`src/rtl/time_pkg.sv`:
```
// -----------------------------------------------------------------------------
// time_pkg
// Shared definitions for the HH:MM multiplexed 7-segment display:
//   - scan_state_e : digit scan order DIG3 (hour tens) .. DIG0 (minute ones)
//   - SEG_*        : active-low segment codes, bit order {g,f,e,d,c,b,a}
//   - AN_*         : active-low anode patterns per digit
//   - MAX_HOUR / MAX_MIN : largest displayable field values
//   - split_tens_ones()  : binary (0..63) to tens/ones without division
// -----------------------------------------------------------------------------
package time_pkg;

  typedef enum logic [1:0] {
    DIG3 = 2'd0,
    DIG2 = 2'd1,
    DIG1 = 2'd2,
    DIG0 = 2'd3
  } scan_state_e;

  localparam logic [6:0] SEG_0    = 7'h40;
  localparam logic [6:0] SEG_1    = 7'h79;
  localparam logic [6:0] SEG_2    = 7'h24;
  localparam logic [6:0] SEG_3    = 7'h30;
  localparam logic [6:0] SEG_4    = 7'h19;
  localparam logic [6:0] SEG_5    = 7'h12;
  localparam logic [6:0] SEG_6    = 7'h02;
  localparam logic [6:0] SEG_7    = 7'h78;
  localparam logic [6:0] SEG_8    = 7'h00;
  localparam logic [6:0] SEG_9    = 7'h10;
  localparam logic [6:0] SEG_DASH = 7'h3F;
  localparam logic [6:0] SEG_OFF  = 7'h7F;

  localparam logic [3:0] AN_DIG3  = 4'b0111;
  localparam logic [3:0] AN_DIG2  = 4'b1011;
  localparam logic [3:0] AN_DIG1  = 4'b1101;
  localparam logic [3:0] AN_DIG0  = 4'b1110;
  localparam logic [3:0] AN_OFF   = 4'b1111;

  localparam logic [5:0] MAX_HOUR = 6'd23;
  localparam logic [5:0] MAX_MIN  = 6'd59;

  // Returns {tens, ones}. Subtracting 40, 20, 10 in turn is exact for any
  // value below 64: after each step the remainder is below the next weight
  // times two, so every tens bit is decided by a single compare.
  function automatic logic [7:0] split_tens_ones(input logic [5:0] value);
    logic [3:0] tens;
    logic [5:0] rem;
    tens = 4'd0;
    rem  = value;
    if (rem >= 6'd40) begin
      rem  = rem - 6'd40;
      tens = tens + 4'd4;
    end
    if (rem >= 6'd20) begin
      rem  = rem - 6'd20;
      tens = tens + 4'd2;
    end
    if (rem >= 6'd10) begin
      rem  = rem - 6'd10;
      tens = tens + 4'd1;
    end
    return {tens, rem[3:0]};
  endfunction

endpackage

```
`src/rtl/seg_decode.sv`:
```
// -----------------------------------------------------------------------------
// seg_decode
// Maps one decimal digit to its active-low 7-segment code.
// Ports:
//   digit_i [3:0] : digit 0..9 (anything else shows a dash)
//   dash_i        : force the dash pattern regardless of digit_i
//   seg_o   [6:0] : segment code {g,f,e,d,c,b,a}, active-low
// -----------------------------------------------------------------------------
module seg_decode
  import time_pkg::*;
(
  input  logic [3:0] digit_i,
  input  logic       dash_i,
  output logic [6:0] seg_o
);

  always_comb begin
    seg_o = SEG_DASH;
    if (!dash_i) begin
      case (digit_i)
        4'd0:    seg_o = SEG_0;
        4'd1:    seg_o = SEG_1;
        4'd2:    seg_o = SEG_2;
        4'd3:    seg_o = SEG_3;
        4'd4:    seg_o = SEG_4;
        4'd5:    seg_o = SEG_5;
        4'd6:    seg_o = SEG_6;
        4'd7:    seg_o = SEG_7;
        4'd8:    seg_o = SEG_8;
        4'd9:    seg_o = SEG_9;
        default: seg_o = SEG_DASH;
      endcase
    end
  end

endmodule

```
`src/rtl/time_display.sv`:
```
// -----------------------------------------------------------------------------
// time_display
// Scans an HH:MM time onto a 4-digit multiplexed common-anode display.
// Each digit stays lit for DWELL clocks; the hour/minute inputs are sampled
// once per frame (on entry to the hour-tens digit) so a frame never mixes
// old and new values. Out-of-range fields are shown as two dashes.
//
// Parameters:
//   CLK_HZ : clock frequency in Hz (sets the colon blink period)
//   DWELL  : clocks each digit stays lit (>= 2)
// Ports:
//   clock           : system clock, rising edge
//   reset           : asynchronous, active-low
//   hour_count[5:0] : binary hour 0..23
//   min_count [5:0] : binary minute 0..59
//   enable          : display on; low blanks outputs (scan keeps running)
//   seg[6:0]        : segments {g,f,e,d,c,b,a}, active-low, registered
//   an[3:0]         : digit anodes, active-low, registered
//   dp              : colon/decimal point, active-low, registered
//
// Build option: define COLON_BLINK_EN to blink the colon at 1 Hz (lit during
// the first half of each second); otherwise the colon is lit steadily.
// -----------------------------------------------------------------------------
module time_display
  import time_pkg::*;
#(
  parameter int unsigned CLK_HZ = 100000000,
  parameter int unsigned DWELL  = 100000
) (
  input  logic       clock,
  input  logic       reset,
  input  logic [5:0] hour_count,
  input  logic [5:0] min_count,
  input  logic       enable,
  output logic [6:0] seg,
  output logic [3:0] an,
  output logic       dp
);

  localparam int unsigned   DW         = $clog2(DWELL);
  localparam logic [DW-1:0] DWELL_LAST = DW'(DWELL - 1);

  if (DWELL < 2) begin : g_dwell_chk
    $error("time_display: DWELL must be at least 2");
  end
  if (CLK_HZ < 2) begin : g_clk_chk
    $error("time_display: CLK_HZ must be at least 2");
  end

  // ---------------------------------------------------------------------------
  // Dwell counter and scan FSM
  // ---------------------------------------------------------------------------
  scan_state_e   state_q, state_d;
  logic [DW-1:0] dwell_q, dwell_d;
  logic          dwell_last;
  logic          frame_start;

  assign dwell_last  = (dwell_q == DWELL_LAST);
  // The edge that moves DIG0 -> DIG3 is also the shadow capture edge.
  assign frame_start = dwell_last && (state_q == DIG0);

  always_comb begin
    state_d = state_q;
    dwell_d = dwell_q + DW'(1);
    if (dwell_last) begin
      dwell_d = '0;
      case (state_q)
        DIG3:    state_d = DIG2;
        DIG2:    state_d = DIG1;
        DIG1:    state_d = DIG0;
        default: state_d = DIG3;
      endcase
    end
  end

  always_ff @(posedge clock or negedge reset) begin
    if (!reset) begin
      state_q <= DIG3;
      dwell_q <= '0;
    end else begin
      state_q <= state_d;
      dwell_q <= dwell_d;
    end
  end

  // ---------------------------------------------------------------------------
  // Per-frame shadow of the time inputs
  // ---------------------------------------------------------------------------
  logic [5:0] hour_q, min_q;

  always_ff @(posedge clock or negedge reset) begin
    if (!reset) begin
      hour_q <= '0;
      min_q  <= '0;
    end else if (frame_start) begin
      hour_q <= hour_count;
      min_q  <= min_count;
    end
  end

  logic [3:0] hour_tens, hour_ones, min_tens, min_ones;
  logic       hour_bad, min_bad;

  assign {hour_tens, hour_ones} = split_tens_ones(hour_q);
  assign {min_tens,  min_ones}  = split_tens_ones(min_q);
  assign hour_bad = (hour_q > MAX_HOUR);
  assign min_bad  = (min_q  > MAX_MIN);

  // ---------------------------------------------------------------------------
  // Colon enable
  // ---------------------------------------------------------------------------
  logic colon_on;

`ifdef COLON_BLINK_EN
  localparam int unsigned   BW         = $clog2(CLK_HZ);
  localparam logic [BW-1:0] BLINK_LAST = BW'(CLK_HZ - 1);
  localparam logic [BW-1:0] BLINK_HALF = BW'(CLK_HZ >> 1);

  logic [BW-1:0] blink_q, blink_d;

  assign blink_d  = (blink_q == BLINK_LAST) ? '0 : blink_q + BW'(1);
  assign colon_on = (blink_q < BLINK_HALF);

  always_ff @(posedge clock or negedge reset) begin
    if (!reset) begin
      blink_q <= '0;
    end else begin
      blink_q <= blink_d;
    end
  end
`else
  assign colon_on = 1'b1;
`endif

  // ---------------------------------------------------------------------------
  // Digit mux and the single shared decoder
  // ---------------------------------------------------------------------------
  logic [3:0] digit_sel;
  logic       dash_sel;
  logic [3:0] an_sel;
  logic       dp_sel;
  logic [6:0] seg_code;

  always_comb begin
    digit_sel = hour_tens;
    dash_sel  = hour_bad;
    an_sel    = AN_DIG3;
    dp_sel    = 1'b1;
    case (state_q)
      DIG3: begin
        digit_sel = hour_tens;
        dash_sel  = hour_bad;
        an_sel    = AN_DIG3;
      end
      DIG2: begin
        digit_sel = hour_ones;
        dash_sel  = hour_bad;
        an_sel    = AN_DIG2;
        dp_sel    = ~colon_on;
      end
      DIG1: begin
        digit_sel = min_tens;
        dash_sel  = min_bad;
        an_sel    = AN_DIG1;
      end
      default: begin
        digit_sel = min_ones;
        dash_sel  = min_bad;
        an_sel    = AN_DIG0;
      end
    endcase
  end

  seg_decode u_seg_decode (
    .digit_i (digit_sel),
    .dash_i  (dash_sel),
    .seg_o   (seg_code)
  );

  // ---------------------------------------------------------------------------
  // Registered outputs (all three move on the same edge)
  // ---------------------------------------------------------------------------
  logic [6:0] seg_q, seg_d;
  logic [3:0] an_q,  an_d;
  logic       dp_q,  dp_d;

  always_comb begin
    seg_d = SEG_OFF;
    an_d  = AN_OFF;
    dp_d  = 1'b1;
    if (enable) begin
      seg_d = seg_code;
      an_d  = an_sel;
      dp_d  = dp_sel;
    end
  end

  always_ff @(posedge clock or negedge reset) begin
    if (!reset) begin
      seg_q <= SEG_OFF;
      an_q  <= AN_OFF;
      dp_q  <= 1'b1;
    end else begin
      seg_q <= seg_d;
      an_q  <= an_d;
      dp_q  <= dp_d;
    end
  end

  assign seg = seg_q;
  assign an  = an_q;
  assign dp  = dp_q;

endmodule

```
`config.mk`:
```
export PLATFORM = sky130hd
export DESIGN_NAME = time_display
export DESIGN_NICKNAME = d
export VERILOG_FILES = /design/src/rtl/time_pkg.sv /design/src/rtl/seg_decode.sv /design/src/rtl/time_display.sv
export SDC_FILE = /design/constraint.sdc
export NUM_CORES = 1
export LEC_CHECK = 0
export ABC_AREA = 1
export CORE_MARGIN = 3
export CORE_UTILIZATION = 57
export CTS_CLUSTER_DIAMETER = 100
export DETAILED_ROUTE_END_ITERATION = 16
export DONT_BUFFER_PORTS = 1
export PLACE_DENSITY = 0.75
export SYNTH_ARGS = -nofsm -noshare
export SYNTH_HDL_FRONTEND = slang
export SYNTH_SLANG_ARGS = --single-unit
```
`constraint.sdc`:
```
create_clock -name clock -period 2 [get_ports clock]
set_input_delay 0.3 -clock clock [delete_from_list [all_inputs] [get_ports clock]]
set_output_delay 0.3 -clock clock [all_outputs]
set_load 0.005 [all_outputs]
```
==> run_results.csv, run 1 <==
group,metric,value,unit
detailed_routing,wl_per_cell,14.4,um
final_layout,syn2layout_area_growth,30.0,%
synthesis,yosysTopAreaCell,"dfrtp_1",
place,dp_hpwl,3980,um
power_and_ir_drop,fin_total_pwr,1.98,mW
place,io_buffer_count,0,
setup_path,rrSetupSlack,-0.35,ns
clock_network,clk_pin_slew_worst_paths,0.09,ns
power_and_ir_drop,leakagePower,1.72,nW
outcome,violations,"setup timing",
global_route,grt.total_usage,0.208,
global_route,grt_first_pass_wirelength,8960,um
setup_path,cp_cell_sequence,"inv_2, ha_4, nand2_4, nand2_4, inv_2, nand2_1, nand2_1, nand2_1, nand2_2, nand2_4, o21ai_2, nand3_2, nand3_4, inv_4, ha_4, inv_2, nand2_1, nand2_1, nand2_1, nand2_1",
timing,finalHoldViolCount,0,
timing,setup_viol,9,
global_route,grt_max_degree,44,
outcome,status,"complete, but fails checks",
die,die_area,5520,um2
timing,period_needed,2.35,ns
power_and_ir_drop,clockPowerShare,0.293,
timing,fin_crit_sh,1.17,
setup_path,crit_type,"register to register",
synthesis,synthTopCellsByArea,"dfrtp_1, dfstp_2, nand2_1",
clock_network,numCtsBuffers,5,
synthesis,netlist_instances,343,
setup_path,cp-start-kind,"register",
min_path,min_path_cells,1,
place,gp_congestion,0.869,
final_layout,nets,431,
die,coreArea,4440,um2
timing,rsz0062_at_grt,"true",
setup_path,r2r_cells,20,
timing,final_max_slew_viol_count,0,
clock_network,h-tree-depth,2,
detailed_routing,dr.pass1.iters,4,
die,boundaryPins,27,
detailed_routing,vias,2428,
place,place_inst,430,
power_and_ir_drop,power_density,573,nW/um2
setup_path,crit_fanout,5,
die,die_w,74.3,um
detailed_routing,viasPerCell,5.37,
synthesis,synth_top_cell_area_share,0.291,
synthesis,synth_cell_type_count,33,
synthesis,syn_avg_cell_area,7.76,um2
synthesis,yosysSeqAreaShare,0.410,
die,row_count,24,
setup_path,critical_path_arrival,2.57,ns
power_and_ir_drop,ir_worst_vdd,0.000353,V
global_route,grt_pass1_vias,2134,
setup_path,required,2.23,ns
power_and_ir_drop,combPwrFrac,0.245,
timing,fin_ws,-0.345,ns
detailed_routing,first_iter_violations,126,
power_and_ir_drop,switching_share,0.301,
clock_network,clk_latency,0.30,ns
setup_path,worstSetupEndpointType,"register",
setup_path,cpMostUsedCell,"nand2_1",
die,initial_core_util,0.599,
setup_path,slowest_delay,0.41,ns
final_layout,finalNonFillerCells,452,
synthesis,synthesis.area,2660,um2
clock_network,clock_path_buffers,2,
synthesis,synth_seq_cells,43,
detailed_routing,finalWirelength,6500,um
clock_network,tritoncts,"yes",
synthesis,async_flop_share,1.00,
synthesis,syn-num-nets,375,
clock_network,cts_sinks,43,
detailed_routing,drc,0,
setup_path,critical_path.slowest_cell,"dfrtp_1",
power_and_ir_drop,switchingPower,0.597,mW
synthesis,synth.most_common_cell,"nand2_1",
timing,slew_headroom,0.749,
run,cap_violations,0,
power_and_ir_drop,seqPwrFrac,0.461,
synthesis,synthFlopType,"dfrtp_1",
detailed_routing,ant_nets,0,
timing,fmax,426,MHz
min_path,worstHoldPathType,"primary input to register",
global_route,antenna_found_initial,0,
timing,finalClockSkew,0.00938,ns
power_and_ir_drop,p_int,1.39,mW
final_layout,drive_above_1_share,0.383,
final_layout,diodes,0,
global_route,overflow,0,
synthesis,ys_top_cells_by_count,"nand2_1, inv_1, dfrtp_1",
timing,worst_pin_slew,0.373,ns
synthesis,synth_edf_count,0,
die,die_h,74.3,um
synthesis,synth_warnings,0,
clock_network,cts_root_buffer,"clkbuf_8",
## metal layers
| layer | routed length, um | track usage | vias up |
|---|---|---|---|
| li1 | - | - | 1201 |
| met1 | 2800 | 0.271 | 1142 |
| met4 | 131 | 0.0593 | 0 |
| met3 | 292 | 0.0459 | 12 |
| met2 | 3280 | 0.349 | 73 |
| met5 | 0 | 0 | - |
## cell usage in the layout, fill, tap and decap left out, types with 3 or more instances in the layout
cell type  instances
buf_6              3
inv_4              3
nand3b_1           4
nand3_1           20
nand2_1           73
nor2_2             7
ha_1              12
nand3_2            9
nand2_2           18
nor2_1            20
o21ai_0           10
nand2_4           12
inv_2             15
dfrtp_1           31
a21oi_1           21
inv_1             37
clkbuf_8           6
buf_4             46
dfstp_2           12
nand3_4            3
ha_4               3
## sequential cells by signal (all words and copies together) (netlist names)
name,flops
dp,1
dwell_q,17
seg,7
an,4
state_q,2
hour_q,6
min_q,6
## worst max-delay path: cells and delay by family, from the launching register on
family	cells	cell delay, ns
DFF	1	0.41
buffers and inverters	4	0.26
AOI/OAI and AO/OA	1	0.13
and+or+nand+nor	13	0.97
adders and majority gates	2	0.48
## power by group through the flow
stage / clock network, mW / registers, mW / logic, mW
2_1_floorplan: 0 / 0.929 / 0.255
3_3_place_gp: 0 / 0.931 / 0.353
3_5_place_dp: 0 / 0.931 / 0.363
4_1_cts: 0.587 / 0.914 / 0.422
5_1_grt: 0.633 / 0.918 / 0.534
6_report: 0.582 / 0.914 / 0.487
## through the flow
stage | setup TNS (ns) | worst slack, ns | area (um2) | hold slack, ns | util
2_1_floorplan | -0.612 | -0.136 | 2720 | 0.00441 | -
3_3_place_gp | -1.12 | -0.216 | 3050 | 0.00538 | 0.687
3_5_place_dp | -1.59 | -0.285 | 3050 | 0.00533 | 0.687
4_1_cts | -1.54 | -0.257 | 3260 | 0.0248 | 0.733
5_1_grt | -3.76 | -0.468 | 3460 | 0.0265 | 0.778
6_report | -2.36 | -0.345 | 3460 | 0.0271 | 0.778
## cells by family after synthesis
| group | Yosys count | synth area share |
|---|---|---|
| AOI/OAI and AO/OA | 42 | 0.0884 |
| adders and majority gates | 17 | 0.0799 |
| muxes | 3 | 0.0127 |
| DFF | 43 | 0.410 |
| buffers and inverters | 58 | 0.0827 |
| xor gates and xnor gates | 3 | 0.00987 |
| and+or+nand+nor | 177 | 0.316 |
## repair_timing
item	CTS	global route
hold buffers	2	0
setup endpoints to repair	8	22
buffers inserted	7	5
endpoints found under the hold margin	43	0
resized for setup	7	43
pin swaps	12	28
## cell type report
cell class	instances	area [um2]
Clock buffer	6	82.6
Clock inverter	2	11.3
Fill cell	304	985
Inverter	56	219
Multi-Input combinational cell	242	1580
Sequential cell	43	1090
Tap cell	52	65.1
Timing Repair Buffer	51	409
## worst paths after layout
kind | start | endpoint
max in group asynchronous | reset | seg[3]
min reg2reg | hour_q[0] | hour_q[0]
max | min_q[3] | seg[3]
min in group asynchronous | reset | dwell_q[8]
min | enable | an[1]
max reg2reg | min_q[3] | seg[3]
No activity file was read; power rests on OpenSTA's default activity.
==> run 2, diff against run 1 <==
- ABC_AREA: 1 -> unset
- CTS_CLUSTER_DIAMETER: 100 -> 40
==> run_results.csv, run 2 <==
group,metric,value,unit
outcome,status,"complete, but fails checks",
outcome,violations,"setup timing",
final_layout,finalNonFillerCells,393,
clock_network,tritoncts,"yes",
clock_network,clk_latency,0.31,ns
final_layout,mostFrequentLayoutCells,"buf_4, dfrtp_1, nor2_1, nand2_1, inv_1",
global_route,overflow,0,
power_and_ir_drop,ir_worst_vdd,0.000444,V
die,die_w,75.8,um
setup_path,r2r-end,"seg[3]",
timing,fin_crit_sh,1.43,
setup_path,critical_path_arrival,3.12,ns
die,coreArea,4530,um2
power_and_ir_drop,power_density,561,nW/um2
die,die_area,5750,um2
place,gp_congestion,0.865,
detailed_routing,finalWirelength,6130,um
synthesis,synth_warnings,0,
setup_path,critical_path.slowest_cell,"or4b_4",
setup_path,crit_type,"register to register",
detailed_routing,ant_nets,0,
clock_network,clock_path_buffers,2,
synthesis,syn-num-nets,302,
setup_path,required,2.26,ns
synthesis,synthesis.area,2780,um2
timing,period_needed,2.86,ns
final_layout,nets,359,
place,place_inst,379,
synthesis,yosysTopAreaCell,"dfrtp_1",
synthesis,synth_cell_type_count,70,
global_route,grt.total_usage,0.228,
setup_path,worstSetupEndpointType,"register",
detailed_routing,dr.pass1.iters,4,
setup_path,rrSetupSlack,-0.86,ns
clock_network,h-tree-depth,2,
clock_network,cts_sinks,43,
clock_network,clk_pin_slew_worst_paths,0.09,ns
detailed_routing,wl_per_cell,15.6,um
clock_network,numCtsBuffers,5,
synthesis,synth_seq_cells,43,
global_route,grt_first_pass_wirelength,9900,um
final_layout,final_cell_area,3500,um2
min_path,min_path_cells,1,
setup_path,crit_fanout,7,
min_path,holdPathEnd,"an[1]",
final_layout,syn2layout_area_growth,25.9,%
timing,setup_viol,7,
synthesis,synth_edf_count,0,
die,row_count,24,
timing,fin_ws,-0.862,ns
setup_path,cp-start-kind,"register",
min_path,hold_start,"enable",
setup_path,r2r_cells,12,
place,post-place-ws,-0.903,ns
place,placed_cell_area,3220,um2
synthesis,yosysSeqAreaShare,0.393,
synthesis,synth_top_cell_area_share,0.279,
detailed_routing,drc,0,
final_layout,largest_register_ffs,17,
synthesis,ys_top_cells_by_count,"dfrtp_1, nor2_1, nand2_1",
global_route,grt_pass1_vias,2163,
place,dp_hpwl,4400,um
die,die_h,75.8,um
detailed_routing,viasPerCell,5.69,
detailed_routing,vias,2238,
timing,fmax,349,MHz
die,boundaryPins,27,
timing,finalHoldViolCount,0,
final_layout,drive_above_1_share,0.393,
synthesis,async_flop_share,1.00,
final_layout,diodes,0,
run,cap_violations,0,
detailed_routing,first_iter_violations,92,
timing,slew_headroom,0.731,
synthesis,synthTopCellsByArea,"dfrtp_1, dfstp_2, ha_1",
setup_path,r2r-start,"min_q[3]",
power_and_ir_drop,leakagePower,1.57,nW
setup_path,cp_cell_sequence,"inv_2, mux2_4, ha_4, or4b_4, o311ai_4, a221oi_4, and4_1, a311oi_2, a21o_2, ha_1, or2b_1, nand4b_1",
timing,worst_pin_slew,0.403,ns
setup_path,slowest_delay,0.49,ns
synthesis,synthFlopType,"dfrtp_1",
timing,finalClockSkew,0.0125,ns
final_layout,final_common_cell,"buf_4",
global_route,antenna_found_initial,0,
min_path,worstHoldPathType,"primary input to register",
synthesis,syn_avg_cell_area,10.3,um2
synthesis,netlist_instances,270,
synthesis,synth.most_common_cell,"dfrtp_1",
die,initial_core_util,0.613,
clock_network,cts_root_buffer,"clkbuf_8",
final_layout,largest_register,"dwell_q",
final_layout,fill_cells,290,
place,io_buffer_count,0,
timing,final_max_slew_viol_count,0,
global_route,grt_max_degree,44,
timing,rsz0062_at_grt,"true",
run 2: cell count changes after synthesis, sizes merged, moves of 5 or more:
cell / change
inv: -36
xnor2: +8
nor2b: +5
buf: +5
nand2: -83
a21oi: -16
nand3: -24
nor2: -7
mux2: +10
run 2: worst max-delay path by stage:
stage | from | end | depth (start not counted)
3_3_place_gp | min_q[3] | seg[3] | 12
4_1_cts | min_q[3] | seg[3] | 12
6_report | min_q[3] | seg[3] | 12
3_5_place_dp | min_q[3] | seg[3] | 12
2_1_floorplan | min_q[5] | seg[3] | 13
5_1_grt | min_q[3] | seg[3] | 12
run 2: metrics by stage:
| step | util | setup TNS [ns] | hold WS [ns] | power [mW] |
|---|---|---|---|---|
| floorplan | - | -5.96 | 0.00441 | 1.18 |
| global placement | 0.711 | -5.58 | 0.00568 | 1.30 |
| detailed placement | 0.711 | -6.08 | 0.00603 | 1.31 |
| CTS | 0.758 | -5.56 | 0.00475 | 1.96 |
| global route | 0.772 | -6.59 | 0.00474 | 2.06 |
| finish | 0.772 | -5.58 | 0.00940 | 1.96 |
run 2: cells by family after synthesis:
logic type	share of synthesized area
simple gates	0.199
compound gates	0.180
flops	0.393
buf+inv	0.0491
fa+ha+maj	0.0765
xor+xnor	0.0473
mux	0.0563
run 2: repair_timing:
action	CTS	global route
gates resized for setup	12	10
hold buffers	2	0
hold endpoints to repair	43	0
pin swaps	8	9
setup endpoints to repair	7	20
setup buffers	2	2
run 2: per-layer routing:
layer,routed length (um),GRT usage,vias up
met5,0,0,-
met3,250,0.0580,11
met2,3080,0.375,46
li1,-,-,1098
met4,102,0.0835,0
met1,2700,0.288,1083
run 2: where the power goes:
group	switching, mW	total [mW]	internal, mW
Clock	0.335	0.587	0.252
Sequential	0.0151	0.916	0.900
Combinational	0.229	0.460	0.231
Total	0.580	1.96	1.38
run 2: layout make-up:
type	count	area [um2]	area share
Multi-Input combinational cell	199	1680	0.480
Sequential cell	43	1090	0.312
Timing Repair Buffer	59	483	0.138
Tap cell	65	81.3	0.0232
Inverter	19	73.8	0.0211
Clock buffer	5	68.8	0.0197
Clock inverter	3	21.3	0.00608
run 2: critical path, delay by kind of cell (launching register included):
kind | cells | cell delay [ns]
and+or+nand+nor | 4 | 1.01
muxes | 1 | 0.32
AOI/OAI and AO/OA | 4 | 0.60
adders and majority gates | 2 | 0.41
DFF | 1 | 0.40
buffers and inverters | 1 | 0.08
